--- src/rtl/mem_arb_pkg.sv ---
// mem_arb_pkg: shared definitions for the two-requester memory bus arbiter.
//   - arb_state_e : transaction FSM encoding
//   - OWNER_M0/M1 : requester identifiers (grant_id values)
//   - DEF_ADDR_W / DEF_DATA_W : default channel widths
//   - other_owner : returns the opposite requester id
package mem_arb_pkg;

    localparam int DEF_ADDR_W = 32;
    localparam int DEF_DATA_W = 128;

    localparam logic OWNER_M0 = 1'b0;
    localparam logic OWNER_M1 = 1'b1;

    typedef enum logic [2:0] {
        ST_IDLE    = 3'd0,
        ST_RD_ADDR = 3'd1,
        ST_RD_DATA = 3'd2,
        ST_WR_REQ  = 3'd3,
        ST_WR_RESP = 3'd4
    } arb_state_e;

    function automatic logic other_owner(input logic id);
        return ~id;
    endfunction

endpackage

--- src/rtl/arb_pick.sv ---
// arb_pick: combinational two-way winner selection.
//   req_i[1:0]   : pending request per requester (bit N = mN)
//   last_owner_i : requester granted most recently (round-robin history)
//   rr_mode_i    : 1 = round-robin tie break, 0 = m0 always wins ties
//   winner_o     : selected requester id (meaningful only when req_i != 0)
module arb_pick
    import mem_arb_pkg::*;
(
    input  logic [1:0] req_i,
    input  logic       last_owner_i,
    input  logic       rr_mode_i,
    output logic       winner_o
);

    // Single requester wins outright; a tie goes to the non-last owner or to m0.
    always_comb begin
        winner_o = OWNER_M0;
        case (req_i)
            2'b01:   winner_o = OWNER_M0;
            2'b10:   winner_o = OWNER_M1;
            2'b11:   winner_o = rr_mode_i ? other_owner(last_owner_i) : OWNER_M0;
            default: winner_o = OWNER_M0;
        endcase
    end

endmodule

--- src/rtl/mem_bus_arbiter.sv ---
// mem_bus_arbiter: shares one downstream AXI-Lite memory port (s_*) between two
// requesters (m0 = D-cache, m1). One transaction at a time, no interleaving.
//   clk, rst          : clock, synchronous active-high reset
//   m0_* / m1_*       : requester read-address, read-data, write-address,
//                       write-data and write-response channels
//   s_*               : downstream port, same channels with mirrored directions
//   grant_id          : current (or, when idle, last) owner
//   busy              : a transaction is in flight
// Build option: define MEM_ARB_ROUND_ROBIN_EN for round-robin tie breaking;
// without it m0 has fixed priority.
module mem_bus_arbiter
    import mem_arb_pkg::*;
#(
    parameter int ADDR_W = DEF_ADDR_W,
    parameter int DATA_W = DEF_DATA_W
) (
    input  logic                clk,
    input  logic                rst,
    input  logic [ADDR_W-1:0]   m0_readAddr_addr,
    input  logic                m0_readAddr_valid,
    output logic                m0_readAddr_ready,
    output logic [DATA_W-1:0]   m0_readData_data,
    output logic                m0_readData_valid,
    input  logic                m0_readData_ready,
    input  logic [ADDR_W-1:0]   m0_writeAddr_addr,
    input  logic                m0_writeAddr_valid,
    output logic                m0_writeAddr_ready,
    input  logic [DATA_W-1:0]   m0_writeData_data,
    input  logic [DATA_W/8-1:0] m0_writeData_strb,
    input  logic                m0_writeData_valid,
    output logic                m0_writeData_ready,
    output logic [31:0]         m0_writeResp_msg,
    output logic                m0_writeResp_valid,
    input  logic                m0_writeResp_ready,
    input  logic [ADDR_W-1:0]   m1_readAddr_addr,
    input  logic                m1_readAddr_valid,
    output logic                m1_readAddr_ready,
    output logic [DATA_W-1:0]   m1_readData_data,
    output logic                m1_readData_valid,
    input  logic                m1_readData_ready,
    input  logic [ADDR_W-1:0]   m1_writeAddr_addr,
    input  logic                m1_writeAddr_valid,
    output logic                m1_writeAddr_ready,
    input  logic [DATA_W-1:0]   m1_writeData_data,
    input  logic [DATA_W/8-1:0] m1_writeData_strb,
    input  logic                m1_writeData_valid,
    output logic                m1_writeData_ready,
    output logic [31:0]         m1_writeResp_msg,
    output logic                m1_writeResp_valid,
    input  logic                m1_writeResp_ready,
    output logic [ADDR_W-1:0]   s_readAddr_addr,
    output logic                s_readAddr_valid,
    input  logic                s_readAddr_ready,
    input  logic [DATA_W-1:0]   s_readData_data,
    input  logic                s_readData_valid,
    output logic                s_readData_ready,
    output logic [ADDR_W-1:0]   s_writeAddr_addr,
    output logic                s_writeAddr_valid,
    input  logic                s_writeAddr_ready,
    output logic [DATA_W-1:0]   s_writeData_data,
    output logic [DATA_W/8-1:0] s_writeData_strb,
    output logic                s_writeData_valid,
    input  logic                s_writeData_ready,
    input  logic [31:0]         s_writeResp_msg,
    input  logic                s_writeResp_valid,
    output logic                s_writeResp_ready,
    output logic                grant_id,
    output logic                busy
);

`ifdef MEM_ARB_ROUND_ROBIN_EN
    localparam logic RR_MODE = 1'b1;
`else
    localparam logic RR_MODE = 1'b0;
`endif

    arb_state_e state_q;
    logic       owner_q;
    logic       rr_last_q;
    logic       aw_done_q;
    logic       w_done_q;

    logic [1:0] req_s;
    logic       winner_s;
    logic       win_wr_s;
    logic       own_m0_s;
    logic       ar_hs_s, r_hs_s, aw_hs_s, w_hs_s, b_hs_s;

    // Owner-selected requester inputs
    logic [ADDR_W-1:0]   own_ar_addr_s, own_aw_addr_s;
    logic [DATA_W-1:0]   own_w_data_s;
    logic [DATA_W/8-1:0] own_w_strb_s;
    logic                own_ar_valid_s, own_r_ready_s, own_aw_valid_s, own_w_valid_s, own_b_ready_s;

    // Downstream responses destined for the owner
    logic [DATA_W-1:0]   to_r_data_s;
    logic [31:0]         to_b_msg_s;
    logic                to_ar_ready_s, to_r_valid_s, to_aw_ready_s, to_w_ready_s, to_b_valid_s;

    // Pending = either address channel valid; the decision uses only requester
    // valids and registered state, never downstream readies.
    assign req_s    = {m1_readAddr_valid | m1_writeAddr_valid,
                       m0_readAddr_valid | m0_writeAddr_valid};
    assign win_wr_s = (winner_s == OWNER_M1) ? m1_writeAddr_valid : m0_writeAddr_valid;

    arb_pick u_pick (
        .req_i        (req_s),
        .last_owner_i (rr_last_q),
        .rr_mode_i    (RR_MODE),
        .winner_o     (winner_s)
    );

    assign own_m0_s       = (owner_q == OWNER_M0);
    assign own_ar_addr_s  = own_m0_s ? m0_readAddr_addr   : m1_readAddr_addr;
    assign own_ar_valid_s = own_m0_s ? m0_readAddr_valid  : m1_readAddr_valid;
    assign own_r_ready_s  = own_m0_s ? m0_readData_ready  : m1_readData_ready;
    assign own_aw_addr_s  = own_m0_s ? m0_writeAddr_addr  : m1_writeAddr_addr;
    assign own_aw_valid_s = own_m0_s ? m0_writeAddr_valid : m1_writeAddr_valid;
    assign own_w_data_s   = own_m0_s ? m0_writeData_data  : m1_writeData_data;
    assign own_w_strb_s   = own_m0_s ? m0_writeData_strb  : m1_writeData_strb;
    assign own_w_valid_s  = own_m0_s ? m0_writeData_valid : m1_writeData_valid;
    assign own_b_ready_s  = own_m0_s ? m0_writeResp_ready : m1_writeResp_ready;

    // Channel routing between the owner and the downstream port per FSM state
    always_comb begin
        s_readAddr_addr   = {ADDR_W{1'b0}};
        s_readAddr_valid  = 1'b0;
        s_readData_ready  = 1'b0;
        s_writeAddr_addr  = {ADDR_W{1'b0}};
        s_writeAddr_valid = 1'b0;
        s_writeData_data  = {DATA_W{1'b0}};
        s_writeData_strb  = {(DATA_W/8){1'b0}};
        s_writeData_valid = 1'b0;
        s_writeResp_ready = 1'b0;
        to_ar_ready_s     = 1'b0;
        to_r_data_s       = {DATA_W{1'b0}};
        to_r_valid_s      = 1'b0;
        to_aw_ready_s     = 1'b0;
        to_w_ready_s      = 1'b0;
        to_b_msg_s        = 32'h0000_0000;
        to_b_valid_s      = 1'b0;
        case (state_q)
            ST_RD_ADDR: begin
                s_readAddr_addr  = own_ar_addr_s;
                s_readAddr_valid = own_ar_valid_s;
                to_ar_ready_s    = s_readAddr_ready;
            end
            ST_RD_DATA: begin
                to_r_data_s      = s_readData_data;
                to_r_valid_s     = s_readData_valid;
                s_readData_ready = own_r_ready_s;
            end
            ST_WR_REQ: begin
                // A channel that already handshook is masked so it cannot repeat
                s_writeAddr_addr  = own_aw_addr_s;
                s_writeAddr_valid = own_aw_valid_s & ~aw_done_q;
                to_aw_ready_s     = s_writeAddr_ready & ~aw_done_q;
                s_writeData_data  = own_w_data_s;
                s_writeData_strb  = own_w_strb_s;
                s_writeData_valid = own_w_valid_s & ~w_done_q;
                to_w_ready_s      = s_writeData_ready & ~w_done_q;
            end
            ST_WR_RESP: begin
                to_b_msg_s        = s_writeResp_msg;
                to_b_valid_s      = s_writeResp_valid;
                s_writeResp_ready = own_b_ready_s;
            end
            default: begin
                s_readAddr_valid = 1'b0;
            end
        endcase
    end

    assign ar_hs_s = s_readAddr_valid  & s_readAddr_ready;
    assign r_hs_s  = s_readData_valid  & s_readData_ready;
    assign aw_hs_s = s_writeAddr_valid & s_writeAddr_ready;
    assign w_hs_s  = s_writeData_valid & s_writeData_ready;
    assign b_hs_s  = s_writeResp_valid & s_writeResp_ready;

    // Fan owner-bound signals out; the non-owner sees zeros throughout
    assign m0_readAddr_ready  = own_m0_s  & to_ar_ready_s;
    assign m1_readAddr_ready  = ~own_m0_s & to_ar_ready_s;
    assign m0_readData_data   = own_m0_s  ? to_r_data_s : {DATA_W{1'b0}};
    assign m1_readData_data   = ~own_m0_s ? to_r_data_s : {DATA_W{1'b0}};
    assign m0_readData_valid  = own_m0_s  & to_r_valid_s;
    assign m1_readData_valid  = ~own_m0_s & to_r_valid_s;
    assign m0_writeAddr_ready = own_m0_s  & to_aw_ready_s;
    assign m1_writeAddr_ready = ~own_m0_s & to_aw_ready_s;
    assign m0_writeData_ready = own_m0_s  & to_w_ready_s;
    assign m1_writeData_ready = ~own_m0_s & to_w_ready_s;
    assign m0_writeResp_msg   = own_m0_s  ? to_b_msg_s : 32'h0000_0000;
    assign m1_writeResp_msg   = ~own_m0_s ? to_b_msg_s : 32'h0000_0000;
    assign m0_writeResp_valid = own_m0_s  & to_b_valid_s;
    assign m1_writeResp_valid = ~own_m0_s & to_b_valid_s;

    assign grant_id = owner_q;
    assign busy     = (state_q != ST_IDLE);

    // Transaction FSM: grant, per-channel write completion, return to idle
    always_ff @(posedge clk) begin
        if (rst) begin
            state_q   <= ST_IDLE;
            owner_q   <= OWNER_M0;
            rr_last_q <= OWNER_M1;  // so the first tie after reset goes to m0
            aw_done_q <= 1'b0;
            w_done_q  <= 1'b0;
        end else begin
            case (state_q)
                ST_IDLE: begin
                    if (req_s != 2'b00) begin
                        owner_q   <= winner_s;
                        rr_last_q <= winner_s;
                        // Write before read from the same requester
                        state_q   <= win_wr_s ? ST_WR_REQ : ST_RD_ADDR;
                    end
                end
                ST_RD_ADDR: begin
                    if (ar_hs_s) state_q <= ST_RD_DATA;
                end
                ST_RD_DATA: begin
                    if (r_hs_s) state_q <= ST_IDLE;
                end
                ST_WR_REQ: begin
                    if (aw_hs_s) aw_done_q <= 1'b1;
                    if (w_hs_s)  w_done_q  <= 1'b1;
                    if ((aw_done_q | aw_hs_s) & (w_done_q | w_hs_s)) state_q <= ST_WR_RESP;
                end
                ST_WR_RESP: begin
                    if (b_hs_s) begin
                        state_q   <= ST_IDLE;
                        aw_done_q <= 1'b0;
                        w_done_q  <= 1'b0;
                    end
                end
                default: state_q <= ST_IDLE;
            endcase
        end
    end

endmodule

--- config.mk ---
export PLATFORM = sky130hd
export DESIGN_NAME = mem_bus_arbiter
export DESIGN_NICKNAME = d
export VERILOG_FILES = /design/src/rtl/mem_arb_pkg.sv /design/src/rtl/arb_pick.sv /design/src/rtl/mem_bus_arbiter.sv
export SDC_FILE = /design/constraint.sdc
export NUM_CORES = 1
export LEC_CHECK = 0
export CORE_AREA = 2 2 443 445
export DETAILED_ROUTE_END_ITERATION = 6
export DIE_AREA = 0 0 445 447
export HOLD_SLACK_MARGIN = 0.05
export PLACE_DENSITY = 0.3
export REMOVE_ABC_BUFFERS = 1
export SETUP_SLACK_MARGIN = 0.2
export SLEW_MARGIN = 20
export SYNTH_ARGS = -nofsm -noshare
export SYNTH_HDL_FRONTEND = slang
export SYNTH_HIERARCHICAL = 1
export SYNTH_SLANG_ARGS = --single-unit
--- constraint.sdc ---
create_clock -name clk -period 1.74 [get_ports clk]
set_clock_uncertainty 0.2 [all_clocks]
set_input_delay 0.348 -clock clk [delete_from_list [all_inputs] [get_ports clk]]
set_output_delay 0.348 -clock clk [all_outputs]
set_load 0.02 [all_outputs]
==> flow_summary_export.csv <==
group,metric,value,unit
run_status,outcome,"complete, but fails checks",
run_status,violations,"negative setup slack",
yosys,synth-edff-count,0,
pwr,switchingPower,7.12,mW
setup_path,timing.critical_path.cells,"or3b_4, nor2_4, buf_12, buf_12, buf_6, and2_4, buf_6",
drt,routed_wl,129,mm
global_route,grt_usage,11.9,%
final_layout,instances_no_fill,4847,
flow_run,maxCapViolations,0,
clocking,clk_path_buf_depth,2,
floorplanning,row_count,162,
global_route,grt_pass1_wl,149,mm
setup_path,startpoint,"state_q[2]",
pwr,ir_worst_vdd,0.283,mV
sta,drv_slew,0,
floorplanning,ios,1138,
pwr,seq_power_share,1.6,%
yosys,syn_inst,903,
yosys,ys_seq_area_share,2.38,%
sta,rsz0062_at_grt,"true",
final_layout,nFillCells,22300,
final_layout,finish.utilization,13.5,%
setup_path,max_stage_delay,430,ps
sta,setup_viol,552,
yosys,ys_top_cells_by_area,"mux2i_1, and2_1, nor2_1",
floorplanning,core-area,194000,um^2
clocking,cts_sinks,7,
setup_path,end_kind,"output port",
drt,vias_per_cell,2.54,
place,portBuffers,1137,
drt,drtAntennaViolNets,0,
floorplanning,die_y,447,um
drt,vias,12300,
setup_path,cp-endpoint,"m0_readData_data[116]",
yosys,async_reset_ff_share,0,%
setup_path,criticalPathCategory,"reg -> out",
place,gp_congestion,0.863,
pwr,p_per_area,578,nW/um^2
yosys,synth_top_cells_by_count,"and2_1, nor2_1, mux2i_1",
setup_path,cp.arrival,1970,ps
yosys,synth_top_area_share,36.0,%
yosys,avgSynthCellArea,6.53,um^2
global_route,grt_start_max_net_pins,35,
clocking,h-tree-depth,1,
setup_path,r2r_end,"state_q[2]",
yosys,synth_top_flop_cell,"dfxtp_1",
global_route,grt_pass1_vias,11900,
place,dp_hpwl,115,mm
yosys,synth.distinct_cells,41,
place,placed_cells,4694,
clocking,clk_pin_slew,40,ps
clocking,clk-insertion-delay-late,230,ps
sta,min_period,2520,ps
sta,fmax,0.396,GHz
final_layout,fin_area,26200,um^2
pwr,p_int,8.04,mW
final_layout,syn_to_final_growth,345,%
place,dp_slack,-1300,ps
setup_path,r2r-start,"state_q[2]",
global_route,overflow,0,
pwr,p_clk_share,2.6,%
yosys,ys_ff_latch,7,
setup_path,r2r_cells,11,
sta,final-hold-violation-count,0,
pwr,pwr-share-comb,95.8,%
drt,drc,0,
yosys,synth_warnings,6,
clocking,root_buffer,"clkbuf_16",
yosys,netlist.top_cell.by_area,"mux2i_1",
drt,avgRoutedWirePerCell,26.6,um
setup_path,start_kind,"register",
setup_path,cp_slowest_cell,"or3b_4",
floorplanning,dieWidth,445,um
setup_path,crit_required,1190,ps
pwr,p_leak,10.3,nW
clocking,cts_buffers,3,
yosys,netlist_area,5890,um^2
pwr,finalPower,15.2,mW
clocking,cts_tree,"built",
pwr,swShare,47.0,%
drt,drtIter0Drc,629,
global_route,grt_antenna_before_repair,107,
final_layout,finalNetCount,2881,
sta,setup_ws,-783,ps
min_path,hold_class,"reg -> reg",
place,place_area,23300,um^2
sta,post-route-period-util,145,%
final_layout,drive_above_1_share,48.1,%
setup_path,reg2reg_slack,-570,ps
floorplanning,initial_utilization,3.04,%
setup_path,crit_fanout,22,
yosys,post-synth-top-count-cell,"and2_1",
floorplanning,die-area,199000,um^2
drt,drt_pass1_iterations,4,
-- power groups by stage --
stage / clock network [mW] / registers [mW] / logic, mW
after global routing: 0.415 / 0.245 / 15.3
after CTS: 0.407 / 0.234 / 13.3
final: 0.402 / 0.240 / 14.5
after global placement: 0 / 0.244 / 12.5
after detailed placement: 0 / 0.240 / 12.5
after floorplan: 0 / 0.476 / 3.81
-- critical path: cells and delay by family, from the launching register on --
kind          cells  cell delay [ps]
buf+inv           4              610
simple gates      3              750
flops             1              310
-- through the flow --
| stage | hold WS [ps] | setup TNS (ps) |
|---|---|---|
| global placement | 246 | -440000 |
| global route | 289 | -379650 |
| floorplan | 216 | -4755890 |
| finish | 255 | -348850 |
| CTS | 261 | -387760 |
| detailed placement | 249 | -436960 |
-- cell usage in the layout (no fill, tap or decap), types with 2 or more instances in the layout --
cell / n
clkdlybuf4s50_1: 593
buf_4: 324
and2_1: 206
buf_12: 201
mux2i_1: 168
buf_6: 165
nor2_1: 154
and2_4: 115
clkbuf_2: 86
nor2_4: 46
mux2i_4: 30
dlygate4sd2_1: 26
buf_8: 24
nor2_2: 23
buf_16: 20
diode_2: 18
clkbuf_16: 17
mux2i_2: 14
buf_2: 10
inv_1: 7
nor3_1: 3
or3b_4: 3
nor3_4: 3
nor3_2: 3
a21oi_1: 3
dfxtp_1: 3
dfxtp_2: 3
nor4_1: 2
or2_2: 2
a211oi_1: 2
o21ba_2: 2
nand2b_1: 2
or2b_1: 2
-- how the worst min path moves through the flow --
stage	startpoint	to	slack, ps	depth (start not counted)
CTS	rr_last_q	rr_last_q	260	1
global placement	rr_last_q	rr_last_q	250	1
finish	rr_last_q	rr_last_q	250	1
floorplan	rst	state_q[2]	220	1
detailed placement	rr_last_q	rr_last_q	250	1
global route	rr_last_q	rr_last_q	290	1
-- state kept, by name, indices dropped and copies added (netlist names) --
name,cells
grant_id,1
state_q,3
aw_done_q,1
rr_last_q,1
w_done_q,1
-- cell type report --
class / count / area (um^2) / area share [%]
Antenna cell: 18 / 45.0 / 0.172
Clock buffer: 4 / 78.8 / 0.300
Tap cell: 2542 / 3180 / 12.1
Timing Repair Buffer: 1466 / 16300 / 61.9
Sequential cell: 7 / 148 / 0.563
Inverter: 7 / 26.3 / 0.100
Multi-Input combinational cell: 803 / 6510 / 24.8
-- routing by layer --
layer | share of wire [%] | up-vias | GRT usage (%)
met5 | 0.20 | - | 0.781
met2 | 52 | 665 | 21.8
met4 | 1.8 | 42 | 1.83
met3 | 10 | 172 | 5.41
li1 | - | 5744 | -
met1 | 36 | 5669 | 12.4
-- timing repair --
action	CTS	global route
pin swaps	11	52
endpoints found under the setup margin	552	552
gates resized for setup	1024	777
gates cloned	9	16
setup buffers	44	62
hold buffers	0	0
-- kinds of logic (layout without fill, tap and decap cells) --
| family | count (synthesis) | in the layout | share of synthesized area, % |
|---|---|---|---|
| other cells | 1 | 19 | 0.0636 |
| compound gates | 18 | 18 | 2.65 |
| simple gates | 571 | 571 | 51.4 |
| mux | 213 | 213 | 36.2 |
| buf+inv | 93 | 1477 | 7.28 |
| flops | 7 | 7 | 2.38 |
(Power assumes the default switching activity.)
